## config.mk

```make
export PLATFORM = sky130hd
export DESIGN_NAME = scfifo_m20k
export DESIGN_NICKNAME = d
export VERILOG_FILES = /design/src/rtl/scfifo_pkg.sv /design/src/rtl/generic_m20k.sv /design/src/rtl/scfifo_m20k.sv /design/src/rtl/m20k_scfifo_ctrl.sv
export SDC_FILE = /design/constraint.sdc
export NUM_CORES = 2
export LEC_CHECK = 0
export ABC_AREA = 0
export BUFFER_PORTS_ARGS = -buffer_cell sky130_fd_sc_hd__buf_2
export CORE_MARGIN = 3
export CORE_UTILIZATION = 52
export DETAILED_ROUTE_END_ITERATION = 7
export PLACE_DENSITY = 0.64
export SYNTH_ARGS = -nofsm -noshare
export SYNTH_HDL_FRONTEND = slang
export SYNTH_SLANG_ARGS = --single-unit
```

## constraint.sdc

```tcl
create_clock -name clk -period 5.2 [get_ports clk]
set_clock_uncertainty 0.2 [all_clocks]
set_input_delay 0.26 -clock clk [delete_from_list [all_inputs] [get_ports clk]]
set_output_delay 0.26 -clock clk [all_outputs]
set_load 0.01 [all_outputs]
```

## src/rtl/scfifo_pkg.sv

```systemverilog
// Constants and width helper shared by the single-clock FIFO family.
package scfifo_pkg;

  localparam int unsigned RAM_RD_LATENCY      = 2;
  localparam int unsigned WR_TO_VALID_LATENCY = 3;

  // Bits needed to hold any count in 0..depth inclusive.
  function automatic int unsigned count_width(input int unsigned depth);
    int unsigned w;
    w = 0;
    for (int unsigned i = 0; i < 32; i++) begin
      if ((64'(1) << i) <= 64'(depth)) w = i + 1;
    end
    return w;
  endfunction

endpackage

```

## src/rtl/generic_m20k.sv

```systemverilog
// Behavioural simple-dual-port M20K: registered read address and registered output,
// both stages clock-enabled by re.
module generic_m20k #(
  parameter int unsigned WIDTH             = 8,
  parameter int unsigned ADDR_WIDTH        = 8,
  parameter string       FAMILY            = "Other",
  parameter int unsigned ENABLE_ECC        = 0,
  parameter int unsigned READ_INPUT_ENABLE = 1,
  parameter int unsigned READ_OUTPUT_REG   = 1
) (
  input  logic                  clk,
  input  logic                  we,
  input  logic [ADDR_WIDTH-1:0] waddr,
  input  logic [WIDTH-1:0]      din,
  input  logic                  re,
  input  logic [ADDR_WIDTH-1:0] raddr,
  output logic [WIDTH-1:0]      dout
);

  localparam bit HW_ECC = (ENABLE_ECC != 0) && (FAMILY != "Other");

  logic [WIDTH-1:0]      mem [1 << ADDR_WIDTH];
  logic [ADDR_WIDTH-1:0] raddr_q;
  logic [WIDTH-1:0]      rdata;

  always_ff @(posedge clk) begin
    if (we) mem[waddr] <= din;
  end

  if (READ_INPUT_ENABLE != 0) begin : g_in_en
    always_ff @(posedge clk) begin
      if (re) raddr_q <= raddr;
    end
  end else begin : g_in_free
    always_ff @(posedge clk) raddr_q <= raddr;
  end

  assign rdata = mem[raddr_q];

  if (READ_OUTPUT_REG != 0) begin : g_out_reg
    logic [WIDTH-1:0] dout_q;
    always_ff @(posedge clk) begin
      if (re) dout_q <= rdata;
    end
    assign dout = dout_q;
  end else begin : g_out_comb
    assign dout = rdata;
  end

  // ECC is not modelled; the data path is identical for every family here.
  if (HW_ECC) begin : g_ecc_unmodelled
  end

endmodule

```

## src/rtl/scfifo_m20k.sv

```systemverilog
// Show-ahead FIFO: controller plus one M20K instance.
module scfifo_m20k
  import scfifo_pkg::*;
#(
  parameter int unsigned WIDTH      = 8,
  parameter int unsigned ADDR_WIDTH = 8,
  parameter string       FAMILY     = "Other"
) (
  input  logic                                    clk,
  input  logic                                    sclr,
  input  logic                                    wr_en,
  input  logic [WIDTH-1:0]                        wr_data,
  input  logic                                    rd_en,
  output logic [WIDTH-1:0]                        dout,
  output logic                                    dout_valid,
  output logic                                    full,
  output logic [count_width(1 << ADDR_WIDTH)-1:0] usedw,
  output logic                                    overflow,
  output logic                                    underflow
);

  logic [ADDR_WIDTH-1:0] ram_waddr;
  logic [ADDR_WIDTH-1:0] ram_raddr;
  logic                  ram_we;
  logic                  ram_re;
  logic [WIDTH-1:0]      ram_din;
  logic [WIDTH-1:0]      ram_q;

  m20k_scfifo_ctrl #(
    .WIDTH      (WIDTH),
    .ADDR_WIDTH (ADDR_WIDTH)
  ) u_ctrl (
    .clk        (clk),
    .sclr       (sclr),
    .wr_en      (wr_en),
    .wr_data    (wr_data),
    .rd_en      (rd_en),
    .dout       (dout),
    .dout_valid (dout_valid),
    .full       (full),
    .usedw      (usedw),
    .overflow   (overflow),
    .underflow  (underflow),
    .ram_waddr  (ram_waddr),
    .ram_we     (ram_we),
    .ram_din    (ram_din),
    .ram_raddr  (ram_raddr),
    .ram_re     (ram_re),
    .ram_q      (ram_q)
  );

  generic_m20k #(
    .WIDTH             (WIDTH),
    .ADDR_WIDTH        (ADDR_WIDTH),
    .FAMILY            (FAMILY),
    .ENABLE_ECC        (0),
    .READ_INPUT_ENABLE (1),
    .READ_OUTPUT_REG   (1)
  ) u_ram (
    .clk   (clk),
    .we    (ram_we),
    .waddr (ram_waddr),
    .din   (ram_din),
    .re    (ram_re),
    .raddr (ram_raddr),
    .dout  (ram_q)
  );

endmodule

```

## src/rtl/m20k_scfifo_ctrl.sv

```systemverilog
// Show-ahead single-clock FIFO controller for a 2-cycle registered-read M20K.
// Occupancy counts words still travelling through the RAM read pipeline.
module m20k_scfifo_ctrl
  import scfifo_pkg::*;
#(
  parameter int unsigned WIDTH      = 8,
  parameter int unsigned ADDR_WIDTH = 8
) (
  input  logic                                           clk,
  input  logic                                           sclr,
  input  logic                                           wr_en,
  input  logic [WIDTH-1:0]                               wr_data,
  input  logic                                           rd_en,
  output logic [WIDTH-1:0]                               dout,
  output logic                                           dout_valid,
  output logic                                           full,
  output logic [count_width(1 << ADDR_WIDTH)-1:0]        usedw,
  output logic                                           overflow,
  output logic                                           underflow,
  output logic [ADDR_WIDTH-1:0]                          ram_waddr,
  output logic                                           ram_we,
  output logic [WIDTH-1:0]                               ram_din,
  output logic [ADDR_WIDTH-1:0]                          ram_raddr,
  output logic                                           ram_re,
  input  logic [WIDTH-1:0]                               ram_q
);

  localparam int unsigned DEPTH = 1 << ADDR_WIDTH;
  localparam int unsigned PW    = ADDR_WIDTH + 1;
  localparam int unsigned UW    = count_width(DEPTH);

  logic [PW-1:0] wptr_q, wptr_d;
  logic [PW-1:0] iptr_q, iptr_d;
  logic          v1_q, v1_d;
  logic          v2_q, v2_d;
  logic          overflow_q, overflow_d;
  logic          underflow_q, underflow_d;

  logic [PW-1:0] avail;
  logic [PW-1:0] occ;
  logic          full_c;
  logic          advance;
  logic          issue;
  logic          we_c;

  always_comb begin
    avail   = wptr_q - iptr_q;
    occ     = avail + PW'(v1_q) + PW'(v2_q);
    full_c  = (occ == PW'(DEPTH));
    // Both RAM read stages move together; they stall only while a valid head waits.
    advance = !v2_q || rd_en;
    issue   = advance && (avail != '0);
    we_c    = wr_en && !full_c && !sclr;

    wptr_d      = wptr_q + PW'(we_c);
    iptr_d      = iptr_q + PW'(issue);
    v1_d        = advance ? issue : v1_q;
    v2_d        = advance ? v1_q  : v2_q;
    overflow_d  = wr_en && full_c;
    underflow_d = rd_en && !v2_q;
  end

  always_ff @(posedge clk) begin
    if (sclr) begin
      wptr_q      <= '0;
      iptr_q      <= '0;
      v1_q        <= 1'b0;
      v2_q        <= 1'b0;
      overflow_q  <= 1'b0;
      underflow_q <= 1'b0;
    end else begin
      wptr_q      <= wptr_d;
      iptr_q      <= iptr_d;
      v1_q        <= v1_d;
      v2_q        <= v2_d;
      overflow_q  <= overflow_d;
      underflow_q <= underflow_d;
    end
  end

  assign usedw      = UW'(occ);
  assign full       = full_c;
  assign dout_valid = v2_q;
  assign dout       = ram_q;
  assign overflow   = overflow_q;
  assign underflow  = underflow_q;
  assign ram_we     = we_c;
  assign ram_waddr  = wptr_q[ADDR_WIDTH-1:0];
  assign ram_din    = wr_data;
  assign ram_raddr  = iptr_q[ADDR_WIDTH-1:0];
  assign ram_re     = advance;

endmodule
```

==> impl_metrics.env <==
export IMPL_status="finished clean"
export IMPL_setup_violations=0
export IMPL_place_gp_congestion=0.9244
export IMPL_area_sequential_um2=62420
export IMPL_clock_path_buffers=3
export IMPL_layout_nets=4183
export IMPL_start_util=0.5255
export IMPL_synth_ff_type="edfxtp_1"
export IMPL_synth_area_top_cells="edfxtp_1 (76%), mux4_2 (12%), mux2i_1 (1.7%)"
export IMPL_fillerInstances=10982
export IMPL_drc=0
export IMPL_min_period_over_period=0.9625
export IMPL_synth_most_common_cell="edfxtp_1"
export IMPL_ant_nets=0
export IMPL_synth_area_leader_cell="edfxtp_1"
export IMPL_area_growth_pct=12.68
export IMPL_avgViaCountPerCell=6.513
export IMPL_place_ws_ns=0.6358
export IMPL_power_frac_comb=0.106
export IMPL_hold_slack_ns=0.2792
export IMPL_core_area_um2=154800
export IMPL_cts_tree="done"
export IMPL_dieWidth_um=401.5
export IMPL_dieArea_um2=161200
export IMPL_dp_final_hpwl_um=128200
export IMPL_critPathLaunch="u_ctrl.wptr_q[0]"
export IMPL_cp_num_buf_inv=4
export IMPL_maxSlewHeadroom=0.09126
export IMPL_internal_power_mw=28.51
export IMPL_power_leakage_nw=28.17
export IMPL_crit_arrival_ns=4.54
export IMPL_wl_um=208400
export IMPL_first_pass_iters=5
export IMPL_r2r_slack_ns=0.50
export IMPL_grt_usage=0.2583
export IMPL_r2r_start="u_ctrl.wptr_q[0]"
export IMPL_syn_inst=3948
export IMPL_syn_num_nets=3975
export IMPL_ir_worst_vdd_uv=392.5
export IMPL_synth_seq_cells=2086
export IMPL_clock_latency_ns=0.84
export IMPL_ys_seq_area_frac=0.7675
export IMPL_port_buffers=32
export IMPL_synth_common_cells="edfxtp_1 (2,064), mux4_2 (451), nor3_1 (280)"
export IMPL_p_seq_frac=0.502
export IMPL_fin_tns_setup_ns=0
export IMPL_cts_root_buffer_cell="clkbuf_16"
export IMPL_ioPinCount=33
export IMPL_yosysWarnings=0
export IMPL_cpPeakStageDelay_ns=0.54
export IMPL_antenna_found_initial=4
export IMPL_grt_pass1_vias=41021
export IMPL_die_h_um=401.5
export IMPL_grt_overflow=0
export IMPL_tightest_slew_ns=1.353
export IMPL_grt_max_degree=115
export IMPL_multiInputGateArea_um2=17680
export IMPL_p_sw_mw=8.548
export IMPL_crit_type="flop to primary output"
export IMPL_maxCapViolCount=0
export IMPL_min_period_ns=5.005
export IMPL_path_clk_slew_ns=0.06
export IMPL_min_from="sclr"
export IMPL_htreeDepth=4
export IMPL_grt_pass1_wl_um=299400
export IMPL_diodes=0
export IMPL_critPathSlowestCell="o221a_4"
export IMPL_drtIter0Drc=5673
export IMPL_synthArstFlopShare=0
export IMPL_cts_sinks=2086
export IMPL_timing_critical_path_mode_cell="inv_1"
export IMPL_crit_required_ns=4.74
export IMPL_worst_slack_ns=0.1952
export IMPL_rows=144
export IMPL_cp_start_kind="flop"
export IMPL_synth_edf_count=2064
export IMPL_syn_area_um2=81330
export IMPL_report_power_total_mw=37.06
export IMPL_syn_area_per_cell_um2=20.60
export IMPL_crit_fanout=47
export IMPL_rsz0062_at_grt="no"
export IMPL_synth_cell_types=57
export IMPL_p_clk_frac=0.393
export IMPL_cp_top_family="simple AND/OR/NAND/NOR gates"
export IMPL_via_count=41503
export IMPL_slew_viol_final=0
export IMPL_crit_path_end_kind="primary output"
export IMPL_switching_share=0.2307
export IMPL_fmax_ghz=0.1998
export IMPL_powerDensity_nw_per_um2=404.3
export IMPL_drive_gt1_frac=0.2336
export IMPL_hold_viol_final=0
export IMPL_min_path_type="input pin to flop"
export IMPL_cts_buffers=202
export IMPL_path_cells="inv_1, ha_1, inv_1, fa_1, and3_1, or3_1, and2_4, nor3_1, nor4b_1, o221a_4, buf_16, buf_2"
export IMPL_yosys_area_top_type_share=0.7621
export IMPL_wl_per_cell_um=32.70
## power groups by stage
stage	logic, mW	clock network [mW]	registers, mW
final	3.92	14.5	18.6
after global routing	4.14	15.4	18.6
after CTS	3.94	14.7	18.6
after detailed placement	3.92	0	18.9
after global placement	3.91	0	18.9
after floorplan	2.55	0	18.9
## cells in the final DEF, fill, tap and decap left out, types with 16 or more instances in the layout
cell | Yosys | layout
clkbuf_16 | 0 | 206
a211oi_1 | 80 | 80
a22oi_1 | 91 | 91
dfxtp_1 | 22 | 22
buf_4 | 13 | 185
mux4_2 | 451 | 451
buf_12 | 0 | 27
o22ai_1 | 92 | 92
bufinv_16 | 0 | 21
nor3_1 | 280 | 278
clkinv_1 | 0 | 38
clkbuf_1 | 112 | 53
a41oi_1 | 16 | 16
clkinv_2 | 0 | 28
a221oi_1 | 23 | 23
nand2_1 | 165 | 164
a22o_1 | 22 | 22
mux2i_1 | 142 | 142
buf_2 | 69 | 24
nor2_1 | 37 | 35
edfxtp_1 | 2064 | 2064
## layer usage
layer | up-vias | GRT usage | wire, µm
met5 | - | 0 | 0
met4 | 0 | 0.07944 | 6740
met3 | 376 | 0.05840 | 21710
met2 | 2384 | 0.3918 | 96210
met1 | 21687 | 0.3789 | 83700
li1 | 17056 | - | -
## sequential cells by signal, summed over array words and instances, names as in the netlist
signal and count:
u_ctrl.dout_valid 1, u_ctrl.iptr_q 9, u_ctrl.overflow 1, u_ctrl.underflow 1, u_ctrl.v1_q 1, u_ctrl.wptr_q 9, u_ram.dout 8, u_ram.mem 2048
u_ram.raddr_q 8
## repair_timing
item	in CTS	in global routing
setup buffers	0	0
setup endpoints to repair	0	1
hold buffers	13	0
endpoints found under the hold margin	533	0
gates resized for setup	0	1
## worst min-delay path, cell delays in order
cell and delay (ns):
dlygate4sd3_1 0.54, buf_2 0.29, nor2_1 0.15
## final timing paths
check,end,cells past startpoint
worst max register to register,u_ram.mem[30][2],13
worst min register to register,u_ram.raddr_q[4],0
worst max-delay path,full,12
worst min-delay path,u_ctrl.iptr_q[3],3
## logic make-up (layout without fill, tap and decap cells)
group / count (synthesis) / after routing / share of synthesized area
DFF: 2086 / 2086 / 0.7675
adders and majority gates: 15 / 15 / 0.002492
and+or+nand+nor: 580 / 580 / 0.03452
buffers and inverters: 270 / 650 / 0.01620
xor gates and xnor gates: 22 / 22 / 0.002369
muxes: 596 / 596 / 0.1428
AOI/OAI and AO/OA: 379 / 379 / 0.03414
## stage by stage
stage | util | std cells | cell area (µm²)
floorplan | - | 3948 | 81330
global placement | 0.5485 | 5982 | 84890
detailed placement | 0.5485 | 5982 | 84890
CTS | 0.5919 | 6371 | 91610
global route | 0.5921 | 6372 | 91650
finish | 0.5921 | 6372 | 91650
## area by class of cell
class | count | area share
clock buffers | 258 | 0.05815
clock inverters | 118 | 0.01371
inverters | 15 | 0.0006144
multi-input cells | 1592 | 0.1929
flip-flops and latches | 2086 | 0.6811
well taps | 2044 | 0.02791
repair buffers | 259 | 0.02563
Note: power is estimated with default switching activity, not from simulation.
